$ cat config.mk
export PLATFORM = sky130hd
export DESIGN_NAME = wb_reg_ctrl
export DESIGN_NICKNAME = d
export VERILOG_FILES = /design/src/rtl/wb_reg_ctrl.sv
export SDC_FILE = /design/constraint.sdc
export NUM_CORES = 1
export LEC_CHECK = 0
export ABC_AREA = 1
export CAP_MARGIN = 20
export CORE_AREA = 2 2 135 137
export DETAILED_ROUTE_END_ITERATION = 6
export DIE_AREA = 0 0 137 139
export PLACE_DENSITY = 0.93
export SLEW_MARGIN = 0
export SYNTH_ARGS = -nofsm -noshare
export SYNTH_HDL_FRONTEND = slang
export SYNTH_SLANG_ARGS = --single-unit
$ cat constraint.sdc
create_clock -name clk -period 10.6 [get_ports clk]
set_input_delay 2.12 -clock clk [delete_from_list [all_inputs] [get_ports clk]]
set_output_delay 2.12 -clock clk [all_outputs]
set_load 0.02 [all_outputs]
$ cat src/rtl/wb_reg_ctrl.sv
// Write-back controller: captures an execute result, performs the data read for loads,
// and writes the integer register file. Optional macro WB_LOAD_ALIGN_EN selects in-dword load alignment.
module wb_reg_ctrl #(
  parameter int XLEN = 64
) (
  input  logic            clk,
  input  logic            rst,
  input  logic            alu_finish,
  input  logic            pipe2_valid,
  input  logic [XLEN-1:0] alu_result,
  input  logic [XLEN-1:0] ram_addr,
  input  logic [4:0]      rd,
  input  logic            rf_wen_req,
  input  logic            is_load,
  input  logic [1:0]      ld_size,
  input  logic            ld_unsigned,
  output logic            mem_ren,
  output logic [XLEN-1:0] mem_raddr,
  input  logic            mem_rvalid,
  input  logic [XLEN-1:0] mem_rdata,
  output logic            rf_wen,
  output logic [4:0]      rf_waddr,
  output logic [XLEN-1:0] rf_wdata,
  output logic            wb_reg_finish,
  output logic            busy
);

  localparam logic [1:0] ST_IDLE  = 2'd0;
  localparam logic [1:0] ST_MEM   = 2'd1;
  localparam logic [1:0] ST_WRITE = 2'd2;

  logic [1:0]      state_q, state_d;
  logic [4:0]      rd_q, rd_d;
  logic            wen_req_q, wen_req_d;
  logic [1:0]      size_q, size_d;
  logic            uns_q, uns_d;
  logic            mem_ren_q, mem_ren_d;
  logic [XLEN-1:0] mem_raddr_q, mem_raddr_d;
  logic            rf_wen_q, rf_wen_d;
  logic [4:0]      rf_waddr_q, rf_waddr_d;
  logic [XLEN-1:0] rf_wdata_q, rf_wdata_d;
  logic            finish_q, finish_d;
  logic            busy_q, busy_d;
  logic [XLEN-1:0] ld_raw;

  function automatic logic [XLEN-1:0] load_extend(input logic [XLEN-1:0] raw,
                                                  input logic [1:0] size,
                                                  input logic uns);
    logic [XLEN-1:0] r;
    r = '0;
    case (size)
      2'b00:   r = {{(XLEN-8){~uns & raw[7]}}, raw[7:0]};
      2'b01:   r = {{(XLEN-16){~uns & raw[15]}}, raw[15:0]};
      2'b10:   r = {{(XLEN-32){~uns & raw[31]}}, raw[31:0]};
      default: r = raw;
    endcase
    return r;
  endfunction

`ifdef WB_LOAD_ALIGN_EN
  // Bring the addressed byte lane down to bit 0 before extension.
  assign ld_raw = mem_rdata >> {mem_raddr_q[2:0], 3'b000};
`else
  assign ld_raw = mem_rdata;
`endif

  always_comb begin
    state_d     = state_q;
    rd_d        = rd_q;
    wen_req_d   = wen_req_q;
    size_d      = size_q;
    uns_d       = uns_q;
    mem_raddr_d = mem_raddr_q;
    rf_waddr_d  = rf_waddr_q;
    rf_wdata_d  = rf_wdata_q;
    mem_ren_d   = 1'b0;
    rf_wen_d    = 1'b0;
    finish_d    = 1'b0;
    case (state_q)
      ST_IDLE: begin
        if (alu_finish && pipe2_valid) begin
          rd_d      = rd;
          wen_req_d = rf_wen_req;
          size_d    = ld_size;
          uns_d     = ld_unsigned;
          if (is_load) begin
            state_d     = ST_MEM;
            mem_ren_d   = 1'b1;
            mem_raddr_d = ram_addr;
          end else begin
            // Outputs are registered, so WRITE-cycle values are loaded on entry.
            state_d    = ST_WRITE;
            rf_wen_d   = rf_wen_req && (rd != 5'd0);
            rf_waddr_d = rd;
            rf_wdata_d = alu_result;
            finish_d   = 1'b1;
          end
        end else begin
          state_d = ST_IDLE;
        end
      end
      ST_MEM: begin
        if (mem_rvalid) begin
          state_d    = ST_WRITE;
          rf_wen_d   = wen_req_q && (rd_q != 5'd0);
          rf_waddr_d = rd_q;
          rf_wdata_d = load_extend(ld_raw, size_q, uns_q);
          finish_d   = 1'b1;
        end else begin
          mem_ren_d = 1'b1;
        end
      end
      ST_WRITE: state_d = ST_IDLE;
      default:  state_d = ST_IDLE;
    endcase
    busy_d = (state_d != ST_IDLE);
  end

  always_ff @(posedge clk or posedge rst) begin
    if (rst) begin
      state_q     <= ST_IDLE;
      rd_q        <= 5'd0;
      wen_req_q   <= 1'b0;
      size_q      <= 2'd0;
      uns_q       <= 1'b0;
      mem_ren_q   <= 1'b0;
      mem_raddr_q <= '0;
      rf_wen_q    <= 1'b0;
      rf_waddr_q  <= 5'd0;
      rf_wdata_q  <= '0;
      finish_q    <= 1'b0;
      busy_q      <= 1'b0;
    end else begin
      state_q     <= state_d;
      rd_q        <= rd_d;
      wen_req_q   <= wen_req_d;
      size_q      <= size_d;
      uns_q       <= uns_d;
      mem_ren_q   <= mem_ren_d;
      mem_raddr_q <= mem_raddr_d;
      rf_wen_q    <= rf_wen_d;
      rf_waddr_q  <= rf_waddr_d;
      rf_wdata_q  <= rf_wdata_d;
      finish_q    <= finish_d;
      busy_q      <= busy_d;
    end
  end

  assign mem_ren       = mem_ren_q;
  assign mem_raddr     = mem_raddr_q;
  assign rf_wen        = rf_wen_q;
  assign rf_waddr      = rf_waddr_q;
  assign rf_wdata      = rf_wdata_q;
  assign wb_reg_finish = finish_q;
  assign busy          = busy_q;

endmodule

======== Yosys cells after proc, flatten, opt, wreduce, memory -nomap -nowiden ========
Index checks and enable logic that the tools add are counted.
word-level totals
  register bits ........................... 148
  input bits .............................. 207
  output and inout bits ................... 137
  word-level logic and storage cells ...... 59
operators by class
  equality and inequality tests ........... 6
  muxes and demuxes ....................... 25
  bitwise operators ....................... 4
  reductions and logical operators ........ 12
operator list
  kind                                                                    count
  64-bit 2-to-1 mux                                                       3
  64-bit case mux with 3 select lines                                     1
  64-bit case mux with 2 select lines                                     1
  5-bit 2-to-1 mux                                                        3
  5-bit case mux with 2 select lines                                      1
  5-bit nonzero test                                                      2
  1-bit 2-to-1 mux                                                        9
  2-bit 2-to-1 mux                                                        3
  2-bit != test (second input constant)                                   3
  1-bit case mux with 2 select lines                                      3
  2-bit by 1-bit equality test with 1-bit output (second input constant)  2
  2-bit zero test                                                         2
  2-bit case mux with 2 select lines                                      1
  4-bit AND reduction                                                     1
  2-bit nonzero test                                                      2
  1-bit bitwise AND                                                       3
  1-bit logical AND                                                       3
  3-bit AND reduction                                                     1
  2-bit equality test (second input constant)                             1
  2-bit AND reduction                                                     1
  1-bit NOT                                                               1

======== Depth between registers and ports, before layout ========
  depth in word-level cells ............... 5
  mapped depth ............................ 10
  gate-level depth less buffers ........... 7

======== Least setup slack after synthesis ========
OpenSTA, ideal clock, no wires.
  path type ............................... input port to flip-flop
  start point ............................. input alu_finish
  end point ............................... register mem_raddr_q[10], in the netlist mem_raddr[10]
  setup time .............................. 0.117 ns
  data arrival time ....................... 2.987 ns
  data required time ...................... 10.483 ns
  slack ................................... 7.496 ns
  stages on the path ...................... 7
  path through ............................ nand2_1 nor3_4 nand2_1 buf_2 buf_2 nand2_1 nand2_1
between the ends
  cells in the longest elaborated chain, start to end .. 2
ends and longest elaborated chain
  element                               line  source
  start, declared                       8     input logic alu_finish,
  1-bit logical AND                     81    if (alu_finish && pipe2_valid) begin
  3-bit AND reduction (no source line)  --
  end signal, assigned                  140   mem_raddr_q <= mem_raddr_d;
  end, declared                         38    logic [XLEN-1:0] mem_raddr_q, mem_raddr_d;
Every way passes these cells.
A chain may end at the register's enable or synchronous reset.

======== Worst setup path after layout ========
  start point ............................. input is_load
  end point ............................... register rf_waddr_q[0], in the netlist rf_waddr[0]
between the ends
  cells in the longest elaborated chain, start to end .. 2
ends and longest elaborated chain
  element                               line  source
  start, declared                       14    input logic is_load,
  2-bit != test (no source line)        --
  4-bit AND reduction (no source line)  --
  end signal, assigned                  142   rf_waddr_q <= rf_waddr_d;
  end, declared                         40    logic [4:0] rf_waddr_q, rf_waddr_d;
Every way passes these cells.

==> results_dict.tcl <==
set metrics [dict create \
    most-common-layout-cells "342 x clkdlybuf4s50_1, 340 x nand2_1, 226 x nand3_1" \
    design_area_sq_um 11400 \
    firstDrtPassIters 5 \
    cts.repair.resized 0 \
    dr_wl_met3_mm 2.82 \
    final_layout_size_suffix_gt1_share_pct 5.74 \
    r2r-start "state_q[0]$_DFF_PP0_" \
    chipWidth_microns 137 \
    leakagePower_nw 5.50 \
    arrival_ps 4900 \
    start_util_pct 41.5 \
    hold_path.class "register to register" \
    area_growth_pct 55.8 \
    cts_max_path_buffers 2 \
    synth_seq_area_share_pct 50.5 \
    final_common_cell "clkdlybuf4s50_1" \
    dpl_cell_area_sq_um 10800 \
    rows 49 \
    dp_hpwl_mm 17.2 \
    grt_max_degree 111 \
    drt_iter0_drc 481 \
    portBuffers 343 \
    fin_cells 1520 \
    synth_area_leaders "dfrtp_1 50%, nand2_1 18%, nand3_1 15%" \
    synth_top_area_cell "dfrtp_1" \
    synth_area_sq_um 7330 \
    hold_viol_final 0 \
    rsz0062_at_grt "false" \
    hold_buffers 0 \
    cap_violations 0 \
    grt_use_total_pct 25.9 \
    min_to "mem_raddr[60]$_DFFE_PP0P_" \
    fin_crit_sh_pct 43.9 \
    cts_root_buffer "clkbuf_16" \
    htreeDepth 4 \
    worst-r2r-cell-count 7 \
    numClockSinks 148 \
    drc 0 \
    max_freq_ghz 0.215 \
    status "complete, no violations" \
    synth_top_area_share_pct 50.5 \
    layout.nets 1484 \
    ys_ff_latch 148 \
    drt-wirelength-per-cell_microns 16.4 \
    postCtsSetupBuffers 0 \
    reg2reg_slack_ps 7090 \
    p_per_area_nw_per_um2 203 \
    die_h_microns 139 \
    ir_worst_vdd_mv 0.143 \
    via_per_inst 5.16 \
    yosysUniqueCellTypes 15 \
    hold_path_depth 2 \
    timing.slew.headroom_pct 28.3 \
    tightestPinTransition_ps 1070 \
    route.met2.wl_mm 12.1 \
    drv_slew 0 \
    dpl.cell_count 1485 \
    start_kind "input port" \
    syn_area_per_cell_sq_um 7.46 \
    grt-ovfl-total 0 \
    skew_ps 11.7 \
    final.setup.tns_ps 0 \
    clkLatencyLatePin_ps 410 \
    setup_violations 0 \
    ys_warn_count 0 \
    endpoint_kind "register" \
    synthCells 983 \
    antenna_found_initial 1 \
    maxUsedRoutingLayer "met4" \
    critPathMaxFanout 98 \
    ant_nets 0 \
    dieArea_sq_um 19000 \
    worstPathRequired_ps 10850 \
    drt_wl_total_mm 25.0 \
    total_power_mw 2.32 \
    core_sq_um 17700 \
    cts_tree "done" \
    path_clk_slew_ps 60 \
    grt_pass1_wl_mm 39.0 \
    finalCriticalPeriod_ps 4650 \
    r2r_end "rf_wdata[27]$_DFFE_PP0P_" \
    dr_total_vias 7836 \
    syn-num-nets 1190 \
    numCtsBuffers 17 \
    hold_path_startpoint "mem_raddr[60]$_DFFE_PP0P_" \
    wl_met1_mm 9.47 \
    critPathKind "input port to register" \
    fin_util_pct 64.7 \
    io_pins 344 \
    grt_pass1_vias 7642 \
    place.gp.congestion 0.827 \
]
## logic make-up after synthesis
kind of cell,after synthesis,synth area share (%)
flops,148,50.5
simple gates,643,37.9
buf+inv,125,7.01
compound gates,67,4.57
## critical path, cell delays in order
cell	delay [ps]
buf_2	70
buf_4	530
nor2_1	210
nand2_4	730
nand2_2	810
nor2_1	310
a21oi_1	70
## cells in the mapped netlist
master	n
clkbuf_1	44
buf_2	33
nand2_1	343
nand2_2	1
buf_4	1
nor2_1	44
nand3_1	226
nor3_4	1
dfrtp_1	148
nand4_1	4
inv_1	46
a21oi_1	53
buf_1	1
or2_2	24
o21ai_0	14
## stage by stage
step           hold slack [ps]  setup slack (ps)
6_report                   471              5950
5_1_grt                    493              5640
4_1_cts                    475              5920
3_5_place_dp               458              5480
3_3_place_gp               454              5580
2_1_floorplan              442              4500
## worst max-delay path by stage
stage          depth (start not counted)                  endpoint    start
2_1_floorplan                          1            busy$_DFF_PP0_      rst
3_3_place_gp                           7  rf_wdata[24]$_DFFE_PP0P_  is_load
3_5_place_dp                           7  rf_wdata[27]$_DFFE_PP0P_  is_load
4_1_cts                                7  rf_wdata[27]$_DFFE_PP0P_  is_load
5_1_grt                                7  rf_wdata[28]$_DFFE_PP0P_  is_load
6_report                               7   rf_waddr[0]$_DFFE_PP0P_  is_load
## layer usage
layer / track usage [%] / vias to the layer above
li1: - / 3750
met1: 31.0 / 3691
met2: 42.5 / 351
met3: 9.61 / 44
met4: 9.01 / 0
met5: 0 / -
## sequential cells by signal, indices dropped and copies added (netlist names), 2 cells and up
register / count
mem_raddr: 64
rf_wdata: 64
rf_waddr: 5
size_q: 2
state_q: 2
rd_q: 5
## where the power goes
| part | total, mW | switching (mW) | leakage (nW) | internal, mW |
|---|---|---|---|---|
| clock | 0.578 | 0.246 | 0.279 | 0.332 |
| combinational | 0.917 | 0.490 | 3.38 | 0.428 |
| sequential | 0.823 | 0.101 | 1.84 | 0.722 |
| total | 2.32 | 0.837 | 5.50 | 1.48 |
## cell type report
class / count / area [sq um]
diodes: 2 / 5.00
repair buffers: 354 / 3550
fillers: 1432 / 6230
clock inverters: 13 / 125
clock buffers: 18 / 439
flip-flops and latches: 148 / 3700
inverters: 46 / 178
well taps: 229 / 287
multi-input cells: 710 / 3140
No activity file was read; power rests on OpenSTA's default activity.
